### config.mk
export PLATFORM = sky130hd
export DESIGN_NAME = alu_issue_stage
export DESIGN_NICKNAME = d
export VERILOG_FILES = /design/src/rtl/alu_issue_stage.sv
export SDC_FILE = /design/constraint.sdc
export NUM_CORES = 1
export LEC_CHECK = 0
export ABC_AREA = 1
export BUFFER_PORTS_ARGS = -buffer_cell sky130_fd_sc_hd__buf_2
export CAP_MARGIN = 0
export CORE_ASPECT_RATIO = 0.6
export CORE_UTILIZATION = 32
export CTS_BUF_LIST = sky130_fd_sc_hd__clkbuf_16
export CTS_CLUSTER_DIAMETER = 120
export DETAILED_ROUTE_END_ITERATION = 10
export PLACE_DENSITY = 0.6
export SLEW_MARGIN = 40
export SYNTH_ARGS = -nofsm -noshare
export SYNTH_HDL_FRONTEND = slang
export SYNTH_SLANG_ARGS = --single-unit
### constraint.sdc
create_clock -name clk -period 3.2 [get_ports clk]
set_input_delay 0.48 -clock clk [delete_from_list [all_inputs] [get_ports clk]]
set_output_delay 0.48 -clock clk [all_outputs]
set_load 0.01 [all_outputs]
### src/rtl/alu_issue_stage.sv
// ---------------------------------------------------------------------------
// alu_issue_stage
//
// ID/EX pipeline register on the driving side of the combinational ALU.
// A decoded-register RV32I instruction (word, PC, register read data) is
// accepted through a valid/ready handshake. It is decoded into ALU controls,
// and the operands and controls are registered. They then stay bit-stable
// until the EX stage consumes them.
//
// Handshake semantics (both sides):
//   A transfer happens on a rising edge where valid and ready are both 1.
//   A producer that raises valid keeps its payload until the transfer.
//   Upstream: in_ready = !ex_valid || ex_ready (combinational, no skid buffer),
//     and an accept is in_valid && in_ready && !flush.
//   Downstream: ex_valid and all payload outputs are registered. They are held
//     bit-stable while ex_valid && !ex_ready.
//   flush drops both the held and the incoming instruction. rst_n overrides
//   flush.
//
// Parameters:
//   WIDTH          datapath width of operands and PC (>= 32)
//
// Ports:
//   clk, rst_n     rising-edge clock, synchronous active-low reset
//   in_valid       ID presents a valid instruction
//   in_ready       stage can accept this cycle
//   instr          RV32I instruction word
//   pc             instruction PC
//   rs1_data       register-file read data for rs1
//   rs2_data       register-file read data for rs2
//   flush          kill held and incoming instruction
//   ex_valid       registered ALU outputs are valid
//   ex_ready       EX consumes this cycle
//   in1            ALU operand A
//   rs2_out        ALU operand B (rs2 or immediate)
//   ALUOp_control  ALU operation code
//   funct3         instr[14:12] passed through (branch compare)
//   opcode         instr[6:0] passed through
//   rd             destination register instr[11:7]
//   illegal        held instruction failed decode (meaningful with ex_valid)
// ---------------------------------------------------------------------------
module alu_issue_stage #(
    parameter int WIDTH = 32
) (
    input  logic             clk,
    input  logic             rst_n,
    input  logic             in_valid,
    output logic             in_ready,
    input  logic [31:0]      instr,
    input  logic [WIDTH-1:0] pc,
    input  logic [WIDTH-1:0] rs1_data,
    input  logic [WIDTH-1:0] rs2_data,
    input  logic             flush,
    output logic             ex_valid,
    input  logic             ex_ready,
    output logic [WIDTH-1:0] in1,
    output logic [WIDTH-1:0] rs2_out,
    output logic [3:0]       ALUOp_control,
    output logic [2:0]       funct3,
    output logic [6:0]       opcode,
    output logic [4:0]       rd,
    output logic             illegal
);

    // ALU operation codes
    localparam logic [3:0] ALU_AND  = 4'b0000;
    localparam logic [3:0] ALU_OR   = 4'b0001;
    localparam logic [3:0] ALU_ADD  = 4'b0010;
    localparam logic [3:0] ALU_XOR  = 4'b0011;
    localparam logic [3:0] ALU_SUB  = 4'b0110;
    localparam logic [3:0] ALU_SLT  = 4'b0111;
    localparam logic [3:0] ALU_SLTU = 4'b1000;
    localparam logic [3:0] ALU_SLL  = 4'b1001;
    localparam logic [3:0] ALU_SRL  = 4'b1010;
    localparam logic [3:0] ALU_SRA  = 4'b1011;

    // Major opcodes
    localparam logic [6:0] OPC_OP     = 7'b0110011;
    localparam logic [6:0] OPC_OP_IMM = 7'b0010011;
    localparam logic [6:0] OPC_BRANCH = 7'b1100011;
    localparam logic [6:0] OPC_LOAD   = 7'b0000011;
    localparam logic [6:0] OPC_STORE  = 7'b0100011;
    localparam logic [6:0] OPC_LUI    = 7'b0110111;
    localparam logic [6:0] OPC_AUIPC  = 7'b0010111;

    localparam logic [6:0] F7_BASE = 7'b0000000;
    localparam logic [6:0] F7_ALT  = 7'b0100000;

    // Instruction fields
    logic [6:0] f_opcode;
    logic [2:0] f_funct3;
    logic [6:0] f_funct7;

    assign f_opcode = instr[6:0];
    assign f_funct3 = instr[14:12];
    assign f_funct7 = instr[31:25];

    // Immediates, sign-extended to the datapath width through a signed cast
    logic [WIDTH-1:0] imm_i;
    logic [WIDTH-1:0] imm_s;
    logic [WIDTH-1:0] imm_u;
    logic [WIDTH-1:0] imm_shamt;

    assign imm_i     = WIDTH'($signed(instr[31:20]));
    assign imm_s     = WIDTH'($signed({instr[31:25], instr[11:7]}));
    assign imm_u     = WIDTH'($signed({instr[31:12], 12'b0}));
    assign imm_shamt = WIDTH'(instr[24:20]);

    // Shared funct3 -> ALU op mapping for the base (funct7 = 0) encodings
    function automatic logic [3:0] base_op(input logic [2:0] f3);
        logic [3:0] op;
        case (f3)
            3'b000:  op = ALU_ADD;
            3'b001:  op = ALU_SLL;
            3'b010:  op = ALU_SLT;
            3'b011:  op = ALU_SLTU;
            3'b100:  op = ALU_XOR;
            3'b101:  op = ALU_SRL;
            3'b110:  op = ALU_OR;
            default: op = ALU_AND;
        endcase
        return op;
    endfunction

    // Combinational decode of the incoming instruction
    logic [WIDTH-1:0] dec_in1;
    logic [WIDTH-1:0] dec_rs2;
    logic [3:0]       dec_op;
    logic [4:0]       dec_rd;
    logic             dec_illegal;

    always_comb begin
        dec_in1     = rs1_data;
        dec_rs2     = rs2_data;
        dec_op      = ALU_ADD;
        dec_illegal = 1'b0;

        case (f_opcode)
            OPC_OP: begin
                if (f_funct7 == F7_BASE) begin
                    dec_op = base_op(f_funct3);
                end else if (f_funct7 == F7_ALT && f_funct3 == 3'b000) begin
                    dec_op = ALU_SUB;
                end else if (f_funct7 == F7_ALT && f_funct3 == 3'b101) begin
                    dec_op = ALU_SRA;
                end else begin
                    dec_illegal = 1'b1;
                end
            end
            OPC_OP_IMM: begin
                dec_rs2 = imm_i;
                dec_op  = base_op(f_funct3);
                // Shift-immediates take a 5-bit shamt and use instr[31:25]
                // as a funct7 selector rather than as immediate bits.
                if (f_funct3 == 3'b001) begin
                    dec_rs2 = imm_shamt;
                    if (f_funct7 != F7_BASE) begin
                        dec_illegal = 1'b1;
                    end
                end else if (f_funct3 == 3'b101) begin
                    dec_rs2 = imm_shamt;
                    if (f_funct7 == F7_ALT) begin
                        dec_op = ALU_SRA;
                    end else if (f_funct7 != F7_BASE) begin
                        dec_illegal = 1'b1;
                    end
                end
            end
            OPC_BRANCH: begin
                // Compare is done by subtraction; funct3 picks the condition
                dec_op = ALU_SUB;
                if (f_funct3 == 3'b010 || f_funct3 == 3'b011) begin
                    dec_illegal = 1'b1;
                end
            end
            OPC_LOAD: begin
                dec_rs2 = imm_i;
            end
            OPC_STORE: begin
                dec_rs2 = imm_s;
            end
            OPC_LUI: begin
                dec_in1 = '0;
                dec_rs2 = imm_u;
            end
            OPC_AUIPC: begin
                dec_in1 = pc;
                dec_rs2 = imm_u;
            end
            default: begin
                dec_illegal = 1'b1;
            end
        endcase

        // Illegal instructions present neutral operands; downstream traps
        if (dec_illegal) begin
            dec_op  = ALU_ADD;
            dec_in1 = '0;
            dec_rs2 = '0;
        end
    end

    assign dec_rd = dec_illegal ? 5'd0 : instr[11:7];

    // Handshake
    logic accept;

    assign in_ready = !ex_valid || ex_ready;
    assign accept   = in_valid && in_ready && !flush;

    // Output register. Data registers change only on accept, so they hold
    // across consume, flush and back-pressure.
    always_ff @(posedge clk) begin
        if (!rst_n) begin
            ex_valid      <= 1'b0;
            in1           <= '0;
            rs2_out       <= '0;
            ALUOp_control <= 4'b0000;
            funct3        <= 3'b000;
            opcode        <= 7'b0000000;
            rd            <= 5'd0;
            illegal       <= 1'b0;
        end else if (flush) begin
            ex_valid <= 1'b0;
        end else if (accept) begin
            ex_valid      <= 1'b1;
            in1           <= dec_in1;
            rs2_out       <= dec_rs2;
            ALUOp_control <= dec_op;
            funct3        <= f_funct3;
            opcode        <= f_opcode;
            rd            <= dec_rd;
            illegal       <= dec_illegal;
        end else if (ex_ready) begin
            ex_valid <= 1'b0;
        end
    end

endmodule

==> parameters.txt <==
Parameter                              Value

Synth
  Count of flip-flops with a built-in enable after synthesis ... 0
  Post-synth net total ... 852
  Xor-xnor portion of the synthesized cell area ... 0%
  Basic-gate share of the synthesized area counting and, or, nand and nor cells ... 38.4%
  Post-synth design cell area ... 0.00528 sq mm
  #FFs+latches synth ... 85
  Multiplexer share of the synthesized area ... 0%
  Combinational family with the most area after synthesis ... simple AND/OR/NAND/NOR gates
  Unique masters post-synth ... 24
  Post-synthesis cell count ... 719
  Most used flip-flop cell after synthesis ... sky130_fd_sc_hd__dfxtp_1
  Share of synthesized flip-flops with an asynchronous set or reset ... 0%
  Mean instance size in the synthesized netlist ... 7.34 sq um
  Adder and majority gate portion of the synthesized area ... 0%
  Synth warn ... 0
  Compound-Gate Fraction of Synth Area ... 18.5%
  Portion of the post-synthesis area used by sequential elements ... 32.3%

Pwr
  Switch share ... 26.2%
  Comb pwr share ... 14.0%
  Static Leak ... 3.07 nW
  Maximum VDD drop ... 0.225 mV
  Sequential share of power ... 42.3%
  P_int ... 1.89 mW
  Part of the power in the clock network ... 43.7%
  Power density over the cells ... 380 mW/mm^2
  P_sw ... 671 uW

Global route
  GRT Util Overall ... 20.2%
  Wire length of the first global-routing pass ... 27100 um
  Via count of the first global-routing pass ... 5086
  Initial antenna violation count ... 0
  Gr ovfl total ... 0
  Maximum number of pins on one net before global-route repair ... 55

Place
  IO buf count ... 218
  Detailed placer's ending HPWL ... 12200 um
  Global placer's final weighted congestion ... 0.869
  Number of cells after detailed placement ... 1101

Critical path
  Gate family responsible for the most delay along the worst path ... simple AND/OR/NAND/NOR gates
  Worst setup path startpoint ... instr[1]
  Launch instance of the worst register-to-register path ... ex_valid$_SDFFE_PP0P_
  Class of the most critical setup path ... in -> reg
  Endpoint required time on the critical path ... 3.46 ns
  Reg2Reg Depth ... 7
  Highest net fanout along the worst path ... 22
  Crit path arrival time ... 2.20 ns
  Instance count on the critical path ... 11
  Type of element launching the critical path ... primary input
  Cells along the critical path ... buf_2 -> nand2_1 -> inv_2 -> nand2_2 -> nor2_2 -> nor2_2 -> buf_4 -> nand3_1 -> nand2_1 -> nand3_2 -> a21oi_2
  Reg2reg setup slack ... 1.56 ns
  CP bufs+invs ... 3
  Slowest stage cell, crit path ... sky130_fd_sc_hd__nor2_2
  Worst setup EP type ... flip-flop
  Worst setup path endpoint ... rs2_out[28]$_SDFFE_PN0P_
  Largest incremental delay on the critical path ... 0.41 ns
  Endpoint of the lowest-slack register-to-register path ... rs2_out[15]$_SDFFE_PN0P_

Clocking
  Latest clock arrival within the worst-skew pair ... 0.33 ns
  Buffers from clock root to sink, at most ... 2
  Clk root buf ... sky130_fd_sc_hd__clkbuf_16
  Total of cells resized after clock tree synthesis ... 0
  Clock tree from TritonCTS ... done
  Total CTS buffers ... 9
  # Post-CTS Setup Buffers ... 0
  Clk sink count ... 85
  Hold-fix buffer count after cts ... 0
  H-tree levels ... 3
  Clock-pin slew reported for the worst setup and hold paths after clock tree synthesis ... 0.07 ns

STA
  # setup viols final ... 0
  Final hold violation count ... 0
  Transition at the pin with the smallest max-transition slack ... 0.704 ns
  Final worst path period need ... 1.95 ns
  Final worst-path cycle share ... 60.9%
  Highest achievable clock rate ... 0.513 GHz
  Count of final max-slew check failures ... 0
  Setup repair after global routing missed its margin ... no
  Max_slew headroom ... 53.0%
  Worst Skew ... 0.00583 ns
  Total negative slack for setup checks ... 0 ns

Drt
  Final WL ... 16800 um
  Drt via density ... 4.76
  Post-detailed-route count of antenna-violating nets ... 0
  Total iterations of the first detailed-routing run ... 4
  First-iteration detailed-routing DRC count ... 299
  Via count ... 5311
  Remaining routing DRC violations ... 0
  Average routed wire per standard cell ... 15.1 um

Layout
  Share of final-layout standard cells stronger than drive strength 1 ... 45.0%
  Post-layout instance count excluding filler cells ... 1116
  Post-synthesis to final-layout area growth ... 27.6%
  Utilization of the core after routing ... 42.8%
  Diodes inserted ... 0
  Number of nets in the final layout ... 1042

Die
  DIE AREA ... 0.0170 sq mm
  Standard-cell rows ... 35
  Core Box Area ... 0.0157 sq mm
  Number of top-level pins ... 219
  Floorplan die width ... 168 um
  Die extent in y ... 101 um
  Starting utilization of the core area ... 33.6%

Run status
  Result of the run ... finished, final reports clean

Worst hold path
  Launch point of the worst hold path ... flush
  Worst min path class ... in -> reg

Run
  # Max-Cap Violations ... 0
cell usage after synthesis (2+ instances only):
cell type	count	area share, %
sky130_fd_sc_hd__a21oi_1	14	1.3
sky130_fd_sc_hd__a21oi_2	70	12
sky130_fd_sc_hd__buf_12	7	2.7
sky130_fd_sc_hd__buf_2	10	0.95
sky130_fd_sc_hd__buf_4	7	1.0
sky130_fd_sc_hd__clkbuf_1	27	1.9
sky130_fd_sc_hd__dfxtp_1	85	32
sky130_fd_sc_hd__inv_1	52	3.7
sky130_fd_sc_hd__inv_2	5	0.36
sky130_fd_sc_hd__nand2_1	203	14
sky130_fd_sc_hd__nand2_2	6	0.71
sky130_fd_sc_hd__nand3_1	47	4.5
sky130_fd_sc_hd__nand3_2	73	14
sky130_fd_sc_hd__nor2_1	45	3.2
sky130_fd_sc_hd__nor2_2	2	0.24
sky130_fd_sc_hd__nor2_4	4	0.85
sky130_fd_sc_hd__nor3_1	3	0.28
sky130_fd_sc_hd__o21ai_0	52	4.9
sky130_fd_sc_hd__o21ai_1	2	0.19
through the flow:
| stage | hold WS, ns | setup slack (ns) | power [mW] | area (sq um) |
|---|---|---|---|---|
| after floorplan | 0.490 | 1.47 | 1.32 | 5280 |
| after global placement | 0.457 | 0.928 | 1.46 | 6410 |
| after detailed placement | 0.462 | 0.892 | 1.46 | 6410 |
| final | 0.341 | 1.25 | 2.56 | 6730 |
| after CTS | 0.332 | 1.23 | 2.59 | 6730 |
| after global routing | 0.333 | 1.01 | 2.68 | 6730 |
cells in the final DEF, fill, tap and decap left out, types with 9 or more instances in the layout:
master                      netlist  final
sky130_fd_sc_hd__a21oi_1         14     14
sky130_fd_sc_hd__a21oi_2         70     70
sky130_fd_sc_hd__buf_2           10    218
sky130_fd_sc_hd__buf_4            7      9
sky130_fd_sc_hd__clkbuf_16        0      9
sky130_fd_sc_hd__dfxtp_1         85     85
sky130_fd_sc_hd__inv_1           52     50
sky130_fd_sc_hd__nand2_1        203    203
sky130_fd_sc_hd__nand3_1         47     47
sky130_fd_sc_hd__nand3_2         73     73
sky130_fd_sc_hd__nor2_1          45     43
sky130_fd_sc_hd__o21ai_0         52     51
worst register-to-register path, stage by stage, from the launching register on:
cell	delay, ns
sky130_fd_sc_hd__dfxtp_1	0.32
sky130_fd_sc_hd__inv_1	0.04
sky130_fd_sc_hd__nor2_1	0.18
sky130_fd_sc_hd__nor3_2	0.10
sky130_fd_sc_hd__inv_2	0.31
sky130_fd_sc_hd__buf_4	0.36
sky130_fd_sc_hd__nand2_1	0.13
sky130_fd_sc_hd__a21oi_2	0.14
how the worst min path moves through the flow:
stage                         endpoint  slack [ns]  cells after the start
2_1_floorplan  rs2_out[8]$_SDFFE_PN0P_        0.49                      2
3_5_place_dp   rs2_out[9]$_SDFFE_PN0P_        0.46                      2
3_3_place_gp   rs2_out[9]$_SDFFE_PN0P_        0.46                      2
4_1_cts          ex_valid$_SDFFE_PP0P_        0.33                      2
6_report         ex_valid$_SDFFE_PP0P_        0.34                      2
5_1_grt          ex_valid$_SDFFE_PP0P_        0.33                      2
flip-flops by register name, indices dropped and copies added, names as in the netlist:
register,count
rs2_out,32
rd,5
ex_valid,1
illegal,1
ALUOp_control,4
opcode,7
in1,32
funct3,3
power by group through the flow:
stage | Clock [mW] | Combinational (mW) | Sequential (mW)
final | 1.12 | 0.359 | 1.08
after CTS | 1.14 | 0.362 | 1.08
after floorplan | 0 | 0.203 | 1.11
after detailed placement | 0 | 0.360 | 1.11
after global routing | 1.20 | 0.399 | 1.08
after global placement | 0 | 0.359 | 1.11
area by class of cell:
class / instances / area, sq um
Multi-Input combinational cell: 525 / 3010
Timing Repair Buffer: 231 / 1230
Inverter: 57 / 216
Clock buffer: 9 / 225
Tap cell: 203 / 254
Sequential cell: 85 / 1700
Fill cell: 1668 / 8990
Clock inverter: 6 / 87.6
routing by layer:
layer	track usage, %	wire [um]	share of wire (%)
met5	0	0	0
met4	3.60	140	0.83
met3	5.98	1350	8.0
met2	31.7	7170	43
met1	27.7	8160	49
kinds of logic (layout without fill, tap and decap cells):
group / after synthesis / after routing
AND/OR/NAND/NOR: 384 / 384
flip-flops: 85 / 85
buffers and inverters: 109 / 303
AO/OA/AOI/OAI: 141 / 141
(Power assumes the default switching activity.)
